**config.mk**
```make
export PLATFORM = sky130hd
export DESIGN_NAME = pulse_pacer
export DESIGN_NICKNAME = d
export VERILOG_FILES = /design/src/rtl/pulse_pacer_pkg.sv /design/src/rtl/pulse_pacer_gap_timer.sv /design/src/rtl/pulse_pacer.sv
export SDC_FILE = /design/constraint.sdc
export NUM_CORES = 1
export LEC_CHECK = 0
export ABC_CLOCK_PERIOD_IN_PS = 2700
export CAP_MARGIN = 20
export CORE_ASPECT_RATIO = 0.8
export CORE_MARGIN = 10
export CORE_UTILIZATION = 44
export CTS_CLUSTER_DIAMETER = 200
export CTS_CLUSTER_SIZE = 25
export DETAILED_ROUTE_END_ITERATION = 12
export GPL_TIMING_DRIVEN = 0
export PLACE_DENSITY = 0.69
export SYNTH_ARGS = -nofsm -noshare
export SYNTH_HDL_FRONTEND = slang
export SYNTH_HIERARCHICAL = 1
export SYNTH_SLANG_ARGS = --single-unit
```
**constraint.sdc**
```tcl
create_clock -name clock -period 2.7 [get_ports clock]
set_input_delay 0.675 -clock clock [delete_from_list [all_inputs] [get_ports clock]]
set_output_delay 0.675 -clock clock [all_outputs]
set_load 0.05 [all_outputs]
```
**src/rtl/pulse_pacer_pkg.sv**
```systemverilog
// Shared types and defaults for the pulse pacer: FSM state encoding,
// default counter width and inter-pulse gap, and the gap-timer width helper.
package pulse_pacer_pkg;

    localparam int CW_DEFAULT  = 8;
    localparam int GAP_DEFAULT = 7;

    typedef enum logic [1:0] {
        ST_IDLE  = 2'd0,
        ST_PULSE = 2'd1,
        ST_GAP   = 2'd2
    } state_t;

    // Bits needed to hold a countdown that starts at gap-1 and ends at 0.
    function automatic int timer_width(input int gap);
        return $clog2(gap + 1);
    endfunction

endpackage

```
**src/rtl/pulse_pacer_gap_timer.sv**
```systemverilog
// Gap countdown for the pulse pacer: loads GAP-1 on load, counts down to 0
// and holds there; done is high whenever the count has reached 0.
module pulse_pacer_gap_timer
    import pulse_pacer_pkg::*;
#(
    parameter int GAP = GAP_DEFAULT
) (
    input  logic clock,
    input  logic reset_n,
    input  logic load,
    output logic done
);

    localparam int            TW       = timer_width(GAP);
    localparam logic [TW-1:0] LOAD_VAL = TW'(GAP - 1);
    localparam logic [TW-1:0] ONE      = TW'(1);

    logic [TW-1:0] timer_q;
    logic [TW-1:0] timer_d;

    // Next count: reload, decrement, or rest at zero.
    always_comb begin
        timer_d = timer_q;
        if (load) begin
            timer_d = LOAD_VAL;
        end else if (timer_q != '0) begin
            timer_d = timer_q - ONE;
        end else begin
            timer_d = timer_q;
        end
    end

    // Count register.
    always_ff @(posedge clock or negedge reset_n) begin
        if (!reset_n) begin
            timer_q <= '0;
        end else begin
            timer_q <= timer_d;
        end
    end

    assign done = (timer_q == '0);

endmodule

```
**src/rtl/pulse_pacer.sv**
```systemverilog
// Event pacer: queues input events in a saturating counter and re-emits them
// as single-cycle pulses at least GAP cycles apart. Define
// PULSE_PACER_OVERFLOW_EN to build the sticky overflow flag.
module pulse_pacer
    import pulse_pacer_pkg::*;
#(
    parameter int CW  = CW_DEFAULT,
    parameter int GAP = GAP_DEFAULT
) (
    input  logic          clock,
    input  logic          reset_n,
    input  logic          in,
    output logic          out,
    output logic [CW-1:0] pending,
    output logic          busy,
    output logic          overflow
);

    localparam logic [CW-1:0] PEND_MAX = '1;
    localparam logic [CW-1:0] PEND_ONE = CW'(1);

    state_t        state_q;
    state_t        state_d;
    logic [CW-1:0] pending_q;
    logic [CW-1:0] pending_d;
    logic          out_q;
    logic          out_d;
    logic          busy_q;
    logic          busy_d;
    logic          avail_s;
    logic          dec_s;
    logic          drop_s;
    logic          gap_done_s;
    logic          timer_load_s;

    assign timer_load_s = (state_q == ST_PULSE);

    pulse_pacer_gap_timer #(
        .GAP (GAP)
    ) u_gap_timer (
        .clock   (clock),
        .reset_n (reset_n),
        .load    (timer_load_s),
        .done    (gap_done_s)
    );

    // Next state and queue bookkeeping; a decrement happens exactly on PULSE entry.
    always_comb begin
        state_d   = state_q;
        pending_d = pending_q;
        avail_s   = (pending_q != '0) || in;
        case (state_q)
            ST_IDLE: begin
                if (avail_s) begin
                    state_d = ST_PULSE;
                end else begin
                    state_d = ST_IDLE;
                end
            end
            ST_PULSE: begin
                state_d = ST_GAP;
            end
            ST_GAP: begin
                if (gap_done_s && avail_s) begin
                    state_d = ST_PULSE;
                end else if (gap_done_s) begin
                    state_d = ST_IDLE;
                end else begin
                    state_d = ST_GAP;
                end
            end
            default: begin
                state_d = ST_IDLE;
            end
        endcase

        dec_s  = (state_d == ST_PULSE);
        drop_s = in && !dec_s && (pending_q == PEND_MAX);

        // Without in, a decrement only occurs when pending is nonzero.
        if (dec_s && !in) begin
            pending_d = pending_q - PEND_ONE;
        end else if (!dec_s && in && !drop_s) begin
            pending_d = pending_q + PEND_ONE;
        end else begin
            pending_d = pending_q;
        end

        out_d  = dec_s;
        busy_d = (state_d != ST_IDLE) || (pending_d != '0);
    end

    // State, queue depth and registered outputs.
    always_ff @(posedge clock or negedge reset_n) begin
        if (!reset_n) begin
            state_q   <= ST_IDLE;
            pending_q <= '0;
            out_q     <= 1'b0;
            busy_q    <= 1'b0;
        end else begin
            state_q   <= state_d;
            pending_q <= pending_d;
            out_q     <= out_d;
            busy_q    <= busy_d;
        end
    end

    assign out     = out_q;
    assign pending = pending_q;
    assign busy    = busy_q;

`ifdef PULSE_PACER_OVERFLOW_EN
    logic overflow_q;
    logic overflow_d;

    // Sticky drop flag, cleared only by reset.
    always_comb begin
        overflow_d = overflow_q || drop_s;
    end

    // Drop flag register.
    always_ff @(posedge clock or negedge reset_n) begin
        if (!reset_n) begin
            overflow_q <= 1'b0;
        end else begin
            overflow_q <= overflow_d;
        end
    end

    assign overflow = overflow_q;
`else
    assign overflow = 1'b0;
`endif

endmodule

```
Yosys cells after proc, flatten, opt, wreduce, memory -nomap -nowiden
Cells that the tools add are included.
Storage, ports and cells
  word-level logic and storage cells: 37
  output and inout port bits: 11
  input port bits: 3
  bits in registers: 15
Operators by class
  $add $sub $neg: 3
  reductions and logical operators: 17
  muxes and demuxes: 8
  eq/ne operators: 4
Operator list (number)
  $mux W8: 2
  $reduce_bool A8 Y1: 2
  $add A8 B1 Y8 const B: 1
  $eq A8 B8 Y1 const B: 1
  $sub A8 B1 Y8 const B: 1
  $mux W3: 2
  $pmux W2 S3: 1
  $logic_and A1 B1 Y1: 5
  $eq A2 B1 Y1 const B: 2
  $mux W2: 2
  $reduce_bool A2 Y1: 2
  $logic_not A1 Y1: 3
  $logic_not A3 Y1: 1
  $reduce_bool A3 Y1: 1
  $sub A3 B1 Y3 const B: 1
  $eq A2 B2 Y1 const B: 1
  $logic_not A2 Y1: 1
  $logic_or A1 B1 Y1: 2
  $mux W1: 1

Longest topological paths before layout
  depth in word-level cells: 15
  mapped depth: 9
  gate-level depth less buffers: 9

Modules after synthesis
The synthesis kept the hierarchy.
By module, submodules not included
  pulse_pacer: times used 1, cells each 89, seq. area each 300.3 µm², area each 878.3 µm²
  pulse_pacer_gap_timer: times used 1, cells each 17, seq. area each 75.1 µm², area each 185.2 µm²

Least setup slack after synthesis
No wires, ideal clock.
  path type: register to register
  start point: reg pending_q[0], in the netlist pending[0]
  end point: reg busy_q, in the netlist busy
  setup slack: -235 ps
  arrival time: 2797 ps
  library setup time: 139 ps
  data required time: 2561 ps
  buffers on the path: 0
  period minus slack after synthesis: 2935 ps
  stages on the path, launching flop included: 9
  cell sequence: dfrtp_1 -> inv_1 -> ha_1 -> nor4b_4 -> a211oi_4 -> a21oi_1 -> o41a_1 -> a2111oi_0 -> or4b_1
On the way
  word-level cells in the longest chain between the ends: 15
  elaborated cells between the ends (all ways): 21
  classes of those cells: add/sub (2); eq/ne (2); mux (5); reduce/logical (12)
Ends and longest elaborated chain
  start: declaration: line pulse_pacer.sv:24  | logic [CW-1:0] pending_q;
  start signal: assignment: line pulse_pacer.sv:102  | pending_q <= pending_d;
  $reduce_bool A8 Y1 (*): line pulse_pacer.sv:51  | avail_s = (pending_q != '0) || in;
  $logic_or A1 B1 Y1 (*): line pulse_pacer.sv:51
  $logic_and A1 B1 Y1: line pulse_pacer.sv:64  | if (gap_done_s && avail_s) begin
  $mux W2: line pulse_pacer.sv:64
  $pmux W2 S3 (*): line pulse_pacer.sv:52  | case (state_q)
  via state_d[0]: line pulse_pacer.sv:23  | state_t state_d;
  $eq A2 B1 Y1: line pulse_pacer.sv:77  | dec_s = (state_d == ST_PULSE);
  $logic_not A1 Y1: line pulse_pacer.sv:78, pulse_pacer.sv:83
  $logic_and A1 B1 Y1: line pulse_pacer.sv:78, pulse_pacer.sv:83
  $logic_and A1 B1 Y1: line pulse_pacer.sv:78  | drop_s = in && !dec_s && (pending_q == PEND_MAX);
  $logic_not A1 Y1: line pulse_pacer.sv:83  | end else if (!dec_s && in && !drop_s) begin
  $logic_and A1 B1 Y1: line pulse_pacer.sv:83
  $mux W8: line pulse_pacer.sv:83
  $mux W8: line pulse_pacer.sv:81  | if (dec_s && !in) begin
  $reduce_bool A8 Y1: line pulse_pacer.sv:90  | busy_d = (state_d != ST_IDLE) || (pending_d != '0);
  $logic_or A1 B1 Y1 (*): line pulse_pacer.sv:90
  via busy_d: line pulse_pacer.sv:29  | logic busy_d;
  end signal: assignment: line pulse_pacer.sv:104  | busy_q <= busy_d;
  end: declaration: line pulse_pacer.sv:28  | logic busy_q;
Mark *: on every way through the listed nets, which the timed path passes. The rest lies on a longest branch.
A chain may end at the register's enable or synchronous reset.

Worst setup path after layout
  start point: reg pending_q[1], in the netlist pending[1]
  end point: reg busy_q, in the netlist busy
The elaborated chain is that of the path after synthesis.

==> results.py <==
metrics = {
    "timing": {
        "finalClockSkew_ns": 0.003554,
        "hold_viol": 0,
        "finalSetupViolCount": 0,
        "fmax_mhz": 377.9,
        "slew-limit-headroom_pct": 54.08,
        "hold_slack_ns": 0.5506,
        "finalCriticalPeriod_ns": 2.647,
        "slew_viol_final": 0,
        "rsz0062_at_grt": "true",
        "worst_pin_slew_ns": 0.6867,
        "post-route-period-util_pct": 98.02,
    },
    "critical_path": {
        "cp_max_fo": 6,
        "rr_worst_depth": 9,
        "end_kind": "flop",
        "cp.arrival_ns": 2.81,
        "path_buf_inv": 2,
        "start_kind": "flop",
        "reg2reg_slack_ns": 0.05,
        "r2r_start": "pending[1]$_DFF_PN0_",
        "cpPeakStageDelay_ns": 0.46,
        "crit_slowest_cell": "or4b_1",
        "cp_cell_sequence": "inv_4, ha_4, nor4b_4, a211oi_4, buf_4, o2bb2ai_2, or4_1, a32o_1, or4b_1",
        "timing.rr.end": "busy$_DFF_PN0_",
        "critical_path.top_delay_family": "simple AND/OR/NAND/NOR gates",
        "path_class": "reg -> reg",
        "cp.required_ns": 2.86,
    },
    "route": {
        "firstDrtPassIters": 4,
        "avgViaCountPerCell": 5.839,
        "drcViolationCount": 0,
        "route.antenna.remaining_nets": 0,
        "wirelength_um": 2698,
        "wl_per_cell_um": 16.76,
        "drtIter0Drc": 141,
        "vias": 940,
    },
    "final_layout": {
        "layout.nets": 145,
        "layout-drive-gt1-share_pct": 35.29,
        "num-fill-cells": 169,
        "insertedDiodeCount": 0,
        "syn2layout_area_growth_pct": 34.71,
    },
    "floorplan": {
        "initial_core_util_pct": 47.62,
        "row_count": 15,
        "die_x_um": 74.97,
        "io_pins": 14,
        "fp.dieH_um": 63.98,
        "fp.coreArea_mm2": 0.002233,
        "dieArea_mm2": 0.004796,
    },
    "synth": {
        "synth_cells": 106,
        "yosys.area_share.xor_xnor_pct": 4.118,
        "synthMuxAreaShare_pct": 2.353,
        "yosys_most_used_dff": "dfrtp_1",
        "synth_area_mm2": 0.001064,
        "synth.distinct_cells": 46,
        "synth.yosys.warnings": 6,
        "synth_compound_area_share_pct": 17.76,
        "synth_seq_area_share_pct": 35.29,
        "synth_fa_ha_area_share_pct": 5.882,
        "synth_edf_count": 0,
        "yosysTopAreaCell": "dfrtp_1",
        "synth_nets": 114,
        "synth_top_area_share_pct": 35.29,
        "synth_area_leaders": "dfrtp_1, ha_1, nor2b_1",
        "async_flop_share_pct": 100.0,
        "synth_seq_cells": 15,
        "synth_top_family_by_area": "simple AND/OR/NAND/NOR gates",
        "synth-simple-area-share_pct": 27.76,
        "synth_most_common_cell": "dfrtp_1",
        "yosys-top-cells-count": "dfrtp_1, inv_1, nor2_1, nor2b_1",
        "synth_area_per_cell_um2": 10.03,
    },
    "global_routing": {
        "grt_start_max_net_pins": 16,
        "grt_pass1_vias": 831,
        "gr-usage-all-layers_pct": 10.67,
        "grt_pass1_wl_um": 4002,
        "antenna_found_initial": 0,
        "grt_overflow": 0,
    },
    "clocking": {
        "cts-htree-levels": 1,
        "clk_pin_slew_ns": 0.09,
        "clk_latency_ns": 0.28,
        "cts_sinks": 15,
        "numCtsBuffers": 3,
        "root_buffer": "clkbuf_4",
        "clock_path_buffers": 2,
        "cts_tree": "yes",
        "ctsHoldBuffers": 0,
    },
    "hold_path": {
        "worstHoldPathType": "reg -> reg",
        "hold-path-cell-count": 1,
        "hp-start": "state_q[0]$_DFF_PN0_",
        "hold_end": "out$_DFF_PN0_",
    },
    "place": {
        "post-dp-hpwl_um": 1686,
        "io_buffers": 11,
        "place_congestion": 0.8808,
    },
    "power": {
        "irDropWorstVdd_v": 0.0007634,
        "p_leak_nw": 0.5858,
        "power.density_mw_per_mm2": 1406,
        "p_total_mw": 2.014,
    },
    "run_status": {
        "status": "completed",
    },
    "run": {
        "drv_cap": 0,
    },
}
==> power breakdown <==
part	total [mW]	internal [mW]	switching (mW)
Combinational	1.41	0.635	0.774
Clock	0.130	0.0574	0.0730
Sequential	0.475	0.338	0.137
==> state kept, by name, indices dropped and copies added, names as in the netlist <==
| register | flops |
|---|---|
| out | 1 |
| state_q | 2 |
| u_gap_timer/timer_q | 3 |
| busy | 1 |
| pending | 8 |
==> per-layer routing <==
layer / share of wire, % / vias up / GRT usage (%)
li1: - / 448 / -
met1: 45 / 435 / 13.67
met2: 43 / 51 / 15.29
met3: 11 / 6 / 5.556
met4: 1.4 / 0 / 2.594
met5: 0 / - / 0
==> kinds of logic (layout without fill, tap and decap cells) <==
group | Yosys count | in the layout
fa+ha+maj | 5 | 5
compound gates | 23 | 23
simple gates | 43 | 43
flops | 15 | 15
other cells | 1 | 1
mux | 2 | 2
xor+xnor | 5 | 5
buf+inv | 12 | 42
==> how the worst max path moves through the flow <==
stage | startpoint | cells past startpoint | slack (ns) | end
5_1_grt | pending[1]$_DFF_PN0_ | 9 | -0.03 | busy$_DFF_PN0_
2_1_floorplan | in | 7 | 0.007 | busy$_DFF_PN0_
6_report | pending[1]$_DFF_PN0_ | 9 | 0.05 | busy$_DFF_PN0_
3_3_place_gp | in | 7 | -0.35 | busy$_DFF_PN0_
3_5_place_dp | in | 7 | -0.34 | busy$_DFF_PN0_
4_1_cts | pending[1]$_DFF_PN0_ | 8 | 0.01 | busy$_DFF_PN0_
==> through the flow <==
stage / util, % / instance area, µm² / instances / TNS, ns / setup WS (ns)
after floorplan: - / 1066 / 106 / 0 / 0.007258
after global placement: 54.06 / 1207 / 142 / -0.3549 / -0.3549
after detailed placement: 54.06 / 1207 / 142 / -0.3434 / -0.3434
after CTS: 58.21 / 1300 / 151 / 0 / 0.01187
after global routing: 64.15 / 1433 / 161 / -0.03157 / -0.03157
final: 64.15 / 1433 / 161 / 0 / 0.05345
==> repair_timing <==
action	in CTS	in global routing
setup endpoints to repair	1	1
buffers inserted	5	10
resized for setup	6	18
pin swaps	2	6
==> final cells by class <==
class	count	area (µm²)	share of cell area, %
plain buffers	5	45.04	3.144
clock buffers	4	26.28	1.834
inverters	7	31.28	2.183
multi-input cells	79	696.9	48.65
flip-flops and latches	15	379.1	26.46
well taps	25	31.28	2.183
repair buffers	26	222.7	15.55
==> layout by cell type, fill, tap and decap left out, drive strengths merged, types with 2 or more instances in the layout <==
master	count
a211oi	2
a21oi	5
a31oi	2
a32o	2
and2	3
and4	3
buf	20
clkbuf	4
clkdlybuf4s50	11
dfrtp	15
ha	5
inv	7
nand2	4
nand3	2
nand4	4
nor2	6
nor2b	7
nor3	3
nor3b	2
o21ai	2
or3	2
xnor2	3
xor2	2
==> worst register-to-register path, delay by kind of cell (launching register included) <==
family	cells	cell delay [ns]
AOI/OAI and AO/OA	3	0.55
DFF	1	0.44
adders and majority gates	1	0.14
and+or+nand+nor	3	1.14
buffers and inverters	2	0.26
Power figures use the tool's default switching activity.
